## config.mk

```make
export PLATFORM = sky130hd
export DESIGN_NAME = ps2_dev_tx
export DESIGN_NICKNAME = d
export VERILOG_FILES = /design/src/rtl/ps2_dev_tx.sv
export SDC_FILE = /design/constraint.sdc
export NUM_CORES = 1
export LEC_CHECK = 0
export BUFFER_PORTS_ARGS = -buffer_cell sky130_fd_sc_hd__buf_4
export CELL_PAD_IN_SITES_DETAIL_PLACEMENT = 1
export CELL_PAD_IN_SITES_GLOBAL_PLACEMENT = 2
export CORE_ASPECT_RATIO = 1.75
export CORE_UTILIZATION = 30
export CTS_CLUSTER_SIZE = 30
export DETAILED_ROUTE_END_ITERATION = 16
export PLACE_DENSITY = 0.71
export SETUP_SLACK_MARGIN = 0.1
export SYNTH_ARGS = -nofsm -noshare
export SYNTH_HDL_FRONTEND = slang
export SYNTH_SLANG_ARGS = --single-unit
```

## constraint.sdc

```tcl
create_clock -name clk -period 2.3 [get_ports clk]
set_clock_uncertainty 0.1 [all_clocks]
set_input_delay 0.575 -clock clk [delete_from_list [all_inputs] [get_ports clk]]
set_output_delay 0.575 -clock clk [all_outputs]
set_load 0.1 [all_outputs]
```

## src/rtl/ps2_dev_tx.sv

```systemverilog
// ps2_dev_tx: PS/2 device-side (keyboard-style) byte transmitter.
//
// Serialises a byte as an 11-bit PS/2 frame (start 0, d0..d7, odd parity,
// stop 1), generating ps2_clk itself. If the host holds the clock low during
// a high phase, the frame is abandoned, the byte kept, and the whole frame is
// resent from its start bit once the host lets go and an idle gap has passed.
//
// Ports:
//   clk         system clock, rising edge
//   rst         asynchronous reset, active low
//   tx_data     byte to send, captured on accept
//   tx_valid    byte available
//   tx_ready    can accept; transfer on tx_valid && tx_ready at a rising edge
//   ps2_clk_o   PS/2 clock level driven by the device (idle 1)
//   ps2_data_o  PS/2 data level driven by the device (idle 1)
//   ps2_clk_i   wired clock line as seen by the device, asynchronous
//   busy        frame, hold or gap in progress
//   tx_done     one-cycle pulse, frame completed
//   tx_abort    one-cycle pulse, frame abandoned because of host inhibit
//
// state  | meaning
// -------+-------------------------------------------------------------
// S_IDLE | lines high, tx_ready follows !inhibit
// S_HIGH | ps2_clk_o high for HALF_PERIOD cycles, current bit on data
// S_LOW  | ps2_clk_o low for HALF_PERIOD cycles, data held
// S_GAP  | lines high for GAP_CYCLES, then idle or retransmit
// S_HOLD | frame abandoned, waiting for host to release the clock
module ps2_dev_tx #(
  parameter int HALF_PERIOD = 3000,
  parameter int GAP_CYCLES  = 6000
) (
  input  logic       clk,
  input  logic       rst,
  input  logic [7:0] tx_data,
  input  logic       tx_valid,
  output logic       tx_ready,
  output logic       ps2_clk_o,
  output logic       ps2_data_o,
  input  logic       ps2_clk_i,
  output logic       busy,
  output logic       tx_done,
  output logic       tx_abort
);

  localparam int TMAX = (HALF_PERIOD > GAP_CYCLES) ? HALF_PERIOD : GAP_CYCLES;
  localparam int TW   = $clog2(TMAX + 1);
  localparam logic [TW-1:0] HP_LOAD  = TW'(HALF_PERIOD - 1);
  // Timer values below this mean at least two HIGH cycles have elapsed.
  localparam logic [TW-1:0] HP_GUARD = TW'(HALF_PERIOD - 2);
  localparam logic [TW-1:0] GAP_LOAD = TW'(GAP_CYCLES - 1);

  typedef enum logic [2:0] {S_IDLE, S_HIGH, S_LOW, S_GAP, S_HOLD} state_t;

  state_t        state;
  logic [10:0]   frame;
  logic [3:0]    bit_idx;
  logic [TW-1:0] timer;
  logic          retry;
  logic          sync_q1;
  logic          sync_q2;
  logic          inhibit;
  logic          accept;
  logic [3:0]    idx_nxt;

  assign inhibit = ~sync_q2;
  assign accept  = tx_valid & tx_ready;
  assign idx_nxt = bit_idx + 4'd1;

  always_ff @(posedge clk or negedge rst) begin
    if (!rst) begin
      sync_q1 <= 1'b1;
      sync_q2 <= 1'b1;
    end else begin
      sync_q1 <= ps2_clk_i;
      sync_q2 <= sync_q1;
    end
  end

  // tx_ready is loaded from sync_q1 so that, once registered, it equals
  // !inhibit in the same cycle rather than one cycle later.
  always_ff @(posedge clk or negedge rst) begin
    if (!rst) begin
      state      <= S_IDLE;
      frame      <= '0;
      bit_idx    <= '0;
      timer      <= '0;
      retry      <= 1'b0;
      ps2_clk_o  <= 1'b1;
      ps2_data_o <= 1'b1;
      tx_ready   <= 1'b0;
      busy       <= 1'b0;
      tx_done    <= 1'b0;
      tx_abort   <= 1'b0;
    end else begin
      tx_done  <= 1'b0;
      tx_abort <= 1'b0;
      case (state)
        S_IDLE: begin
          if (accept) begin
            frame      <= {1'b1, ~^tx_data, tx_data, 1'b0};
            bit_idx    <= '0;
            timer      <= HP_LOAD;
            ps2_clk_o  <= 1'b1;
            ps2_data_o <= 1'b0;
            tx_ready   <= 1'b0;
            busy       <= 1'b1;
            state      <= S_HIGH;
          end else begin
            tx_ready <= sync_q1;
          end
        end
        S_HIGH: begin
          // The first two HIGH cycles still see our own low phase through
          // the synchroniser, so inhibit is only trusted after them.
          if (inhibit && (timer < HP_GUARD)) begin
            ps2_clk_o  <= 1'b1;
            ps2_data_o <= 1'b1;
            tx_abort   <= 1'b1;
            retry      <= 1'b1;
            state      <= S_HOLD;
          end else if (timer == '0) begin
            ps2_clk_o <= 1'b0;
            timer     <= HP_LOAD;
            state     <= S_LOW;
          end else begin
            timer <= timer - 1'b1;
          end
        end
        S_LOW: begin
          if (timer == '0) begin
            ps2_clk_o <= 1'b1;
            if (bit_idx == 4'd10) begin
              ps2_data_o <= 1'b1;
              tx_done    <= 1'b1;
              retry      <= 1'b0;
              timer      <= GAP_LOAD;
              state      <= S_GAP;
            end else begin
              bit_idx    <= idx_nxt;
              ps2_data_o <= frame[idx_nxt];
              timer      <= HP_LOAD;
              state      <= S_HIGH;
            end
          end else begin
            timer <= timer - 1'b1;
          end
        end
        S_GAP: begin
          if (timer == '0) begin
            if (retry) begin
              bit_idx    <= '0;
              ps2_data_o <= frame[0];
              timer      <= HP_LOAD;
              state      <= S_HIGH;
            end else begin
              busy     <= 1'b0;
              tx_ready <= sync_q1;
              state    <= S_IDLE;
            end
          end else begin
            timer <= timer - 1'b1;
          end
        end
        S_HOLD: begin
          if (!inhibit) begin
            timer <= GAP_LOAD;
            state <= S_GAP;
          end
        end
        default: begin
          state <= S_IDLE;
        end
      endcase
    end
  end

endmodule

```

Yosys cells after proc, flatten, opt, wreduce, memory -nomap -nowiden
Cells that the tools add are included.
{"block": "word_totals", "reg_bits": 39, "latch_bits": 0, "ram_bits": 0, "mem_bits_ro": 0, "wordCells": 108, "n_memories": 0}
{"block": "op_classes", "addsub": 2, "n_mul": 0, "div_mod_pow": 0, "magnitude_cmp": 2, "eq_ne": 17, "n_shift": 0, "n_mux": 53, "bitwise_logic": 2, "n_reduce_logical": 19}
{"op": "$mux W13", "count": 8}
{"op": "$pmux W13 S5", "count": 1}
{"op": "$mux W1", "count": 24}
{"op": "$mux W4", "count": 5}
{"op": "$ne A2 B2 Y1 const B", "count": 10}
{"op": "$mux W3", "count": 6}
{"op": "$pmux W3 S5", "count": 1}
{"op": "$logic_not A13 Y1", "count": 1}
{"op": "$lt A13 B12 Y1 const B", "count": 1}
{"op": "$sub A13 B1 Y13 const B", "count": 1}
{"op": "$pmux W4 S3", "count": 1}
{"op": "$reduce_and A4 Y1", "count": 3}
{"op": "$reduce_and A6 Y1", "count": 2}
{"op": "$reduce_and A5 Y1", "count": 2}
{"op": "$reduce_xnor A8 Y1", "count": 1}
{"op": "$eq A3 B2 Y1 const B", "count": 2}
{"op": "$ne A3 B3 Y1 const B", "count": 2}
{"op": "$pmux W1 S2", "count": 3}
{"op": "$reduce_bool A3 Y1", "count": 2}
{"op": "$lt A4 B5 Y1 const B", "count": 1}
{"op": "$reduce_bool A5 Y1", "count": 1}
{"op": "$add A4 B1 Y4 const B", "count": 1}
{"op": "$bmux W1 S4", "count": 1}
{"op": "$eq A4 B4 Y1 const B", "count": 1}
{"op": "other kinds (13)", "count": 14}

Longest topological paths before layout
{"block": "depth", "word_depth": 6, "mapped_depth": 8, "depth_no_buf": 7}

Worst setup path after synthesis
OpenSTA, ideal clock, no wires.
{"block": "synth_timing", "path_kind": "reg2reg", "startpoint": "register timer[0]", "endpoint": "register bit_idx[0]", "arrival_ns": 2.278, "required_time_ns": 2.072, "path_slack_ns": -0.206, "path_stages_with_launch": 8, "n_path_buf": 0, "synth_period_minus_slack_ns": 2.506, "cell_sequence": "dfrtp_1 inv_1 ha_1 or4b_4 nor4_2 a31oi_1 nor3_2 mux2_1"}
{"block": "synth_between", "elab_chain_cells": 3}
{"element": "start: declaration", "line": "57", "rtl": "logic [TW-1:0] timer;"}
{"element": "start signal: assignment", "line": "126", "rtl": "timer <= timer - 1'b1;"}
{"element": "start signal: assignment", "line": "145", "rtl": "timer <= timer - 1'b1;"}
{"element": "start signal: assignment", "line": "161", "rtl": "timer <= timer - 1'b1;"}
{"element": "$logic_not A13 Y1 (*)", "line": "130, 149"}
{"element": "$ne A2 B2 Y1 (no source line)"}
{"element": "$reduce_and A6 Y1 (no source line) (*)"}
{"element": "end signal: assignment", "line": "139", "rtl": "bit_idx <= idx_nxt;"}
{"element": "end: declaration", "line": "56", "rtl": "logic [3:0] bit_idx;"}
Every way passes the cells marked *; elsewhere a longest branch is shown, timed or not.
A chain may end at the register's enable or synchronous reset.

Final worst setup path
{"block": "layout_timing", "startpoint": "register timer[1]", "endpoint": "register retry"}
{"block": "layout_between", "elab_chain_cells": 4}
{"element": "$lt A13 B12 Y1", "line": "115", "rtl": "if (inhibit && (timer < HP_GUARD)) begin"}
{"element": "$logic_and A1 B1 Y1", "line": "115"}
{"element": "$ne A2 B2 Y1 (no source line)"}
{"element": "$reduce_and A4 Y1 (no source line) (*)"}
{"element": "end signal: assignment", "line": "87", "rtl": "retry <= 1'b0;"}
{"element": "end signal: assignment", "line": "119", "rtl": "retry <= 1'b1;"}
{"element": "end signal: assignment", "line": "135", "rtl": "retry <= 1'b0;"}
{"element": "end: declaration", "line": "58", "rtl": "logic retry;"}
Marked as above.

==> impl_metrics.json <==
{
  "synthArstFlopShare_pct": 100,
  "synth_cell_types": 67,
  "via_count": 2248,
  "synth_edf_count": 0,
  "fin_crit_ns": 2.42,
  "hold_class": "in -> async",
  "initial_utilization_pct": 31.2,
  "grt_pass1_wl_um": 13300,
  "wl_um": 8110,
  "rr_worst_depth": 9,
  "fin_util_pct": 44.7,
  "required_ns": 2.38,
  "wl_per_cell_um": 20.2,
  "p_per_area_nw_per_um2": 1390,
  "die_x_um": 69.6,
  "cts_sinks": 39,
  "cts_tree": "yes",
  "total_power_mw": 4.76,
  "clockRootBuffer": "clkbuf_16",
  "synth_commonest_cells": "dfrtp_1 (35), nor2_1 (22), a21oi_1 (14)",
  "vias_per_cell": 5.59,
  "start_kind": "register",
  "insertion_delay_ns": 0.28,
  "slew_headroom_pct": 57.7,
  "numPortBuffers": 17,
  "maxCapViolCount": 0,
  "worstPathArrival_ns": 2.50,
  "grt_pass1_vias": 2594,
  "yosysTopAreaCellShare_pct": 36.5,
  "antenna_found_initial": 0,
  "syn-num-nets": 262,
  "rrSetupSlack_ns": -0.12,
  "grt_start_max_net_pins": 40,
  "drc": 0,
  "synth_area_per_cell_um2": 9.71,
  "place_inst": 381,
  "violations": "negative setup slack",
  "reg2reg_to": "retry",
  "yosysMostFrequentCell": "dfrtp_1",
  "cts-htree-levels": 2,
  "clkTransAtPathRegs_ns": 0.06,
  "fmax_ghz": 0.413,
  "yosys.area.top_type": "dfrtp_1",
  "holdBufCountCts": 0,
  "critical_path_class": "reg -> reg",
  "drtPass1Iterations": 4,
  "gr-total-overflow": 0,
  "syn-cell-area_um2": 2400,
  "tns_ns": -1.03,
  "r2r-start": "timer[1]",
  "clockBufferDepth": 2,
  "cp_max_fo": 5,
  "dp_hpwl_um": 6090,
  "dieHeight_um": 120,
  "drt-initial-drc-count": 107,
  "coreArea_um2": 7670,
  "drive_gt1_share_pct": 46.5,
  "cp-end-kind": "register",
  "areaGrowthSynthToFinish_pct": 43.0,
  "worst_slack_ns": -0.121,
  "io_pins": 18,
  "place_congestion": 0.876,
  "cts_inserted_buffers": 5,
  "hold_violations": 0,
  "final_cells": 402,
  "place_ws_ns": -0.232,
  "row_count": 42,
  "period_share_pct": 105,
  "track_usage_pct": 20.7,
  "setup_viol": 16,
  "yosysSeqAreaShare_pct": 40.9,
  "ys_warn_count": 0,
  "synth_area_leaders": "dfrtp_1 (37%), mux2_2 (4.7%), dfstp_2 (4.4%)",
  "synth.ff_latch_count": 39,
  "antenna_left": 0,
  "status": "finished with violations",
  "diodes": 0,
  "ir_drop_v": 0.000694,
  "rsz0062_at_grt": "yes",
  "synth_ff_type": "dfrtp_1",
  "finalMaxSlewViolations": 0,
  "power.leakage_nw": 1.41,
  "fin_nets": 328,
  "netlist_instances": 247,
  "die_area_um2": 8370,
  "tightest_slew_ns": 0.630
}
-- how the worst max path moves through the flow --
stage | start | slack [ns] | end
2_1_floorplan | timer[1] | -0.15 | tx_ready
3_3_place_gp | timer[1] | -0.22 | timer[2]
3_5_place_dp | timer[1] | -0.23 | timer[2]
4_1_cts | timer[1] | -0.09 | bit_idx[3]
5_1_grt | timer[1] | -0.20 | bit_idx[1]
6_report | timer[1] | -0.12 | retry
-- power by group --
| part | switching, mW | leakage (nW) | internal (mW) |
|---|---|---|---|
| Sequential | 0.195 | 0.455 | 0.948 |
| Combinational | 1.67 | 0.883 | 1.27 |
| Clock | 0.273 | 0.0679 | 0.401 |
-- per-stage QoR --
stage / instance area, um2 / hold slack, ns
6_report: 3430 / 0.177
2_1_floorplan: 2430 / 0.179
3_3_place_gp: 2910 / 0.254
4_1_cts: 3250 / 0.187
3_5_place_dp: 2910 / 0.255
5_1_grt: 3430 / 0.215
-- critical path, stage by stage (launching register included) --
cell and delay [ns]:
dfrtp_1 0.39, inv_2 0.08, ha_4 0.13, or4b_4 0.47, or4_4 0.52, buf_12 0.18, buf_6 0.10, nor3_2 0.16
buf_4 0.14, nor2_1 0.04
-- sequential cells by signal, summed over array words and instances, names as in the netlist, 3 cells and up --
signal   count
frame       10
state        3
bit_idx      4
timer       13
-- kinds of logic after synthesis --
logic type               count (synthesis)  synth area share, %
buffers and inverters                   21                 3.97
flip-flops                              39                 40.9
XOR/XNOR                                10                 3.65
AO/OA/AOI/OAI                           72                 21.6
adder cells (fa/ha/maj)                  3                 1.57
multiplexers                            20                 9.29
AND/OR/NAND/NOR                         82                 19.0
-- timing repair --
item / CTS / global route
pin swaps: 13 / 12
endpoints found under the setup margin: 23 / 24
gates resized for setup: 30 / 24
setup buffers: 7 / 6
gates cloned: 0 / 0
-- metal layers --
layer | track usage [%] | share of wire (%)
met3 | 2.83 | 1.6
met4 | 12.4 | 5.9
met5 | 0 | 0
met2 | 40.0 | 57
met1 | 20.3 | 36
-- area by class of cell --
| cell class | count | area [um2] |
|---|---|---|
| repair buffers | 72 | 603 |
| multi-input cells | 187 | 1560 |
| clock inverters | 1 | 5.00 |
| inverters | 8 | 33.8 |
| flip-flops and latches | 39 | 982 |
| clock buffers | 7 | 133 |
| fillers | 873 | 4250 |
| well taps | 88 | 110 |
-- layout by cell type (no fill, tap or decap), drive strengths merged, types with 3 or more instances in the layout --
cell type and count:
nand2b 4, dfrtp 35, xnor2 8, nor4 4, mux2 15, nand4 4
a21oi 14, inv 7, a31oi 8, a22oi 3, o21bai 3, mux2i 5
nor2b 3, or2 5, buf 72, o211ai 4, dfstp 4, ha 3
nor3 8, nor2 23, o31ai 6, o21ai 8, a21o 4, clkbuf 7
or4 3, nand2 10, nand3b 3, nand3 7
Power figures use the tool's default switching activity.
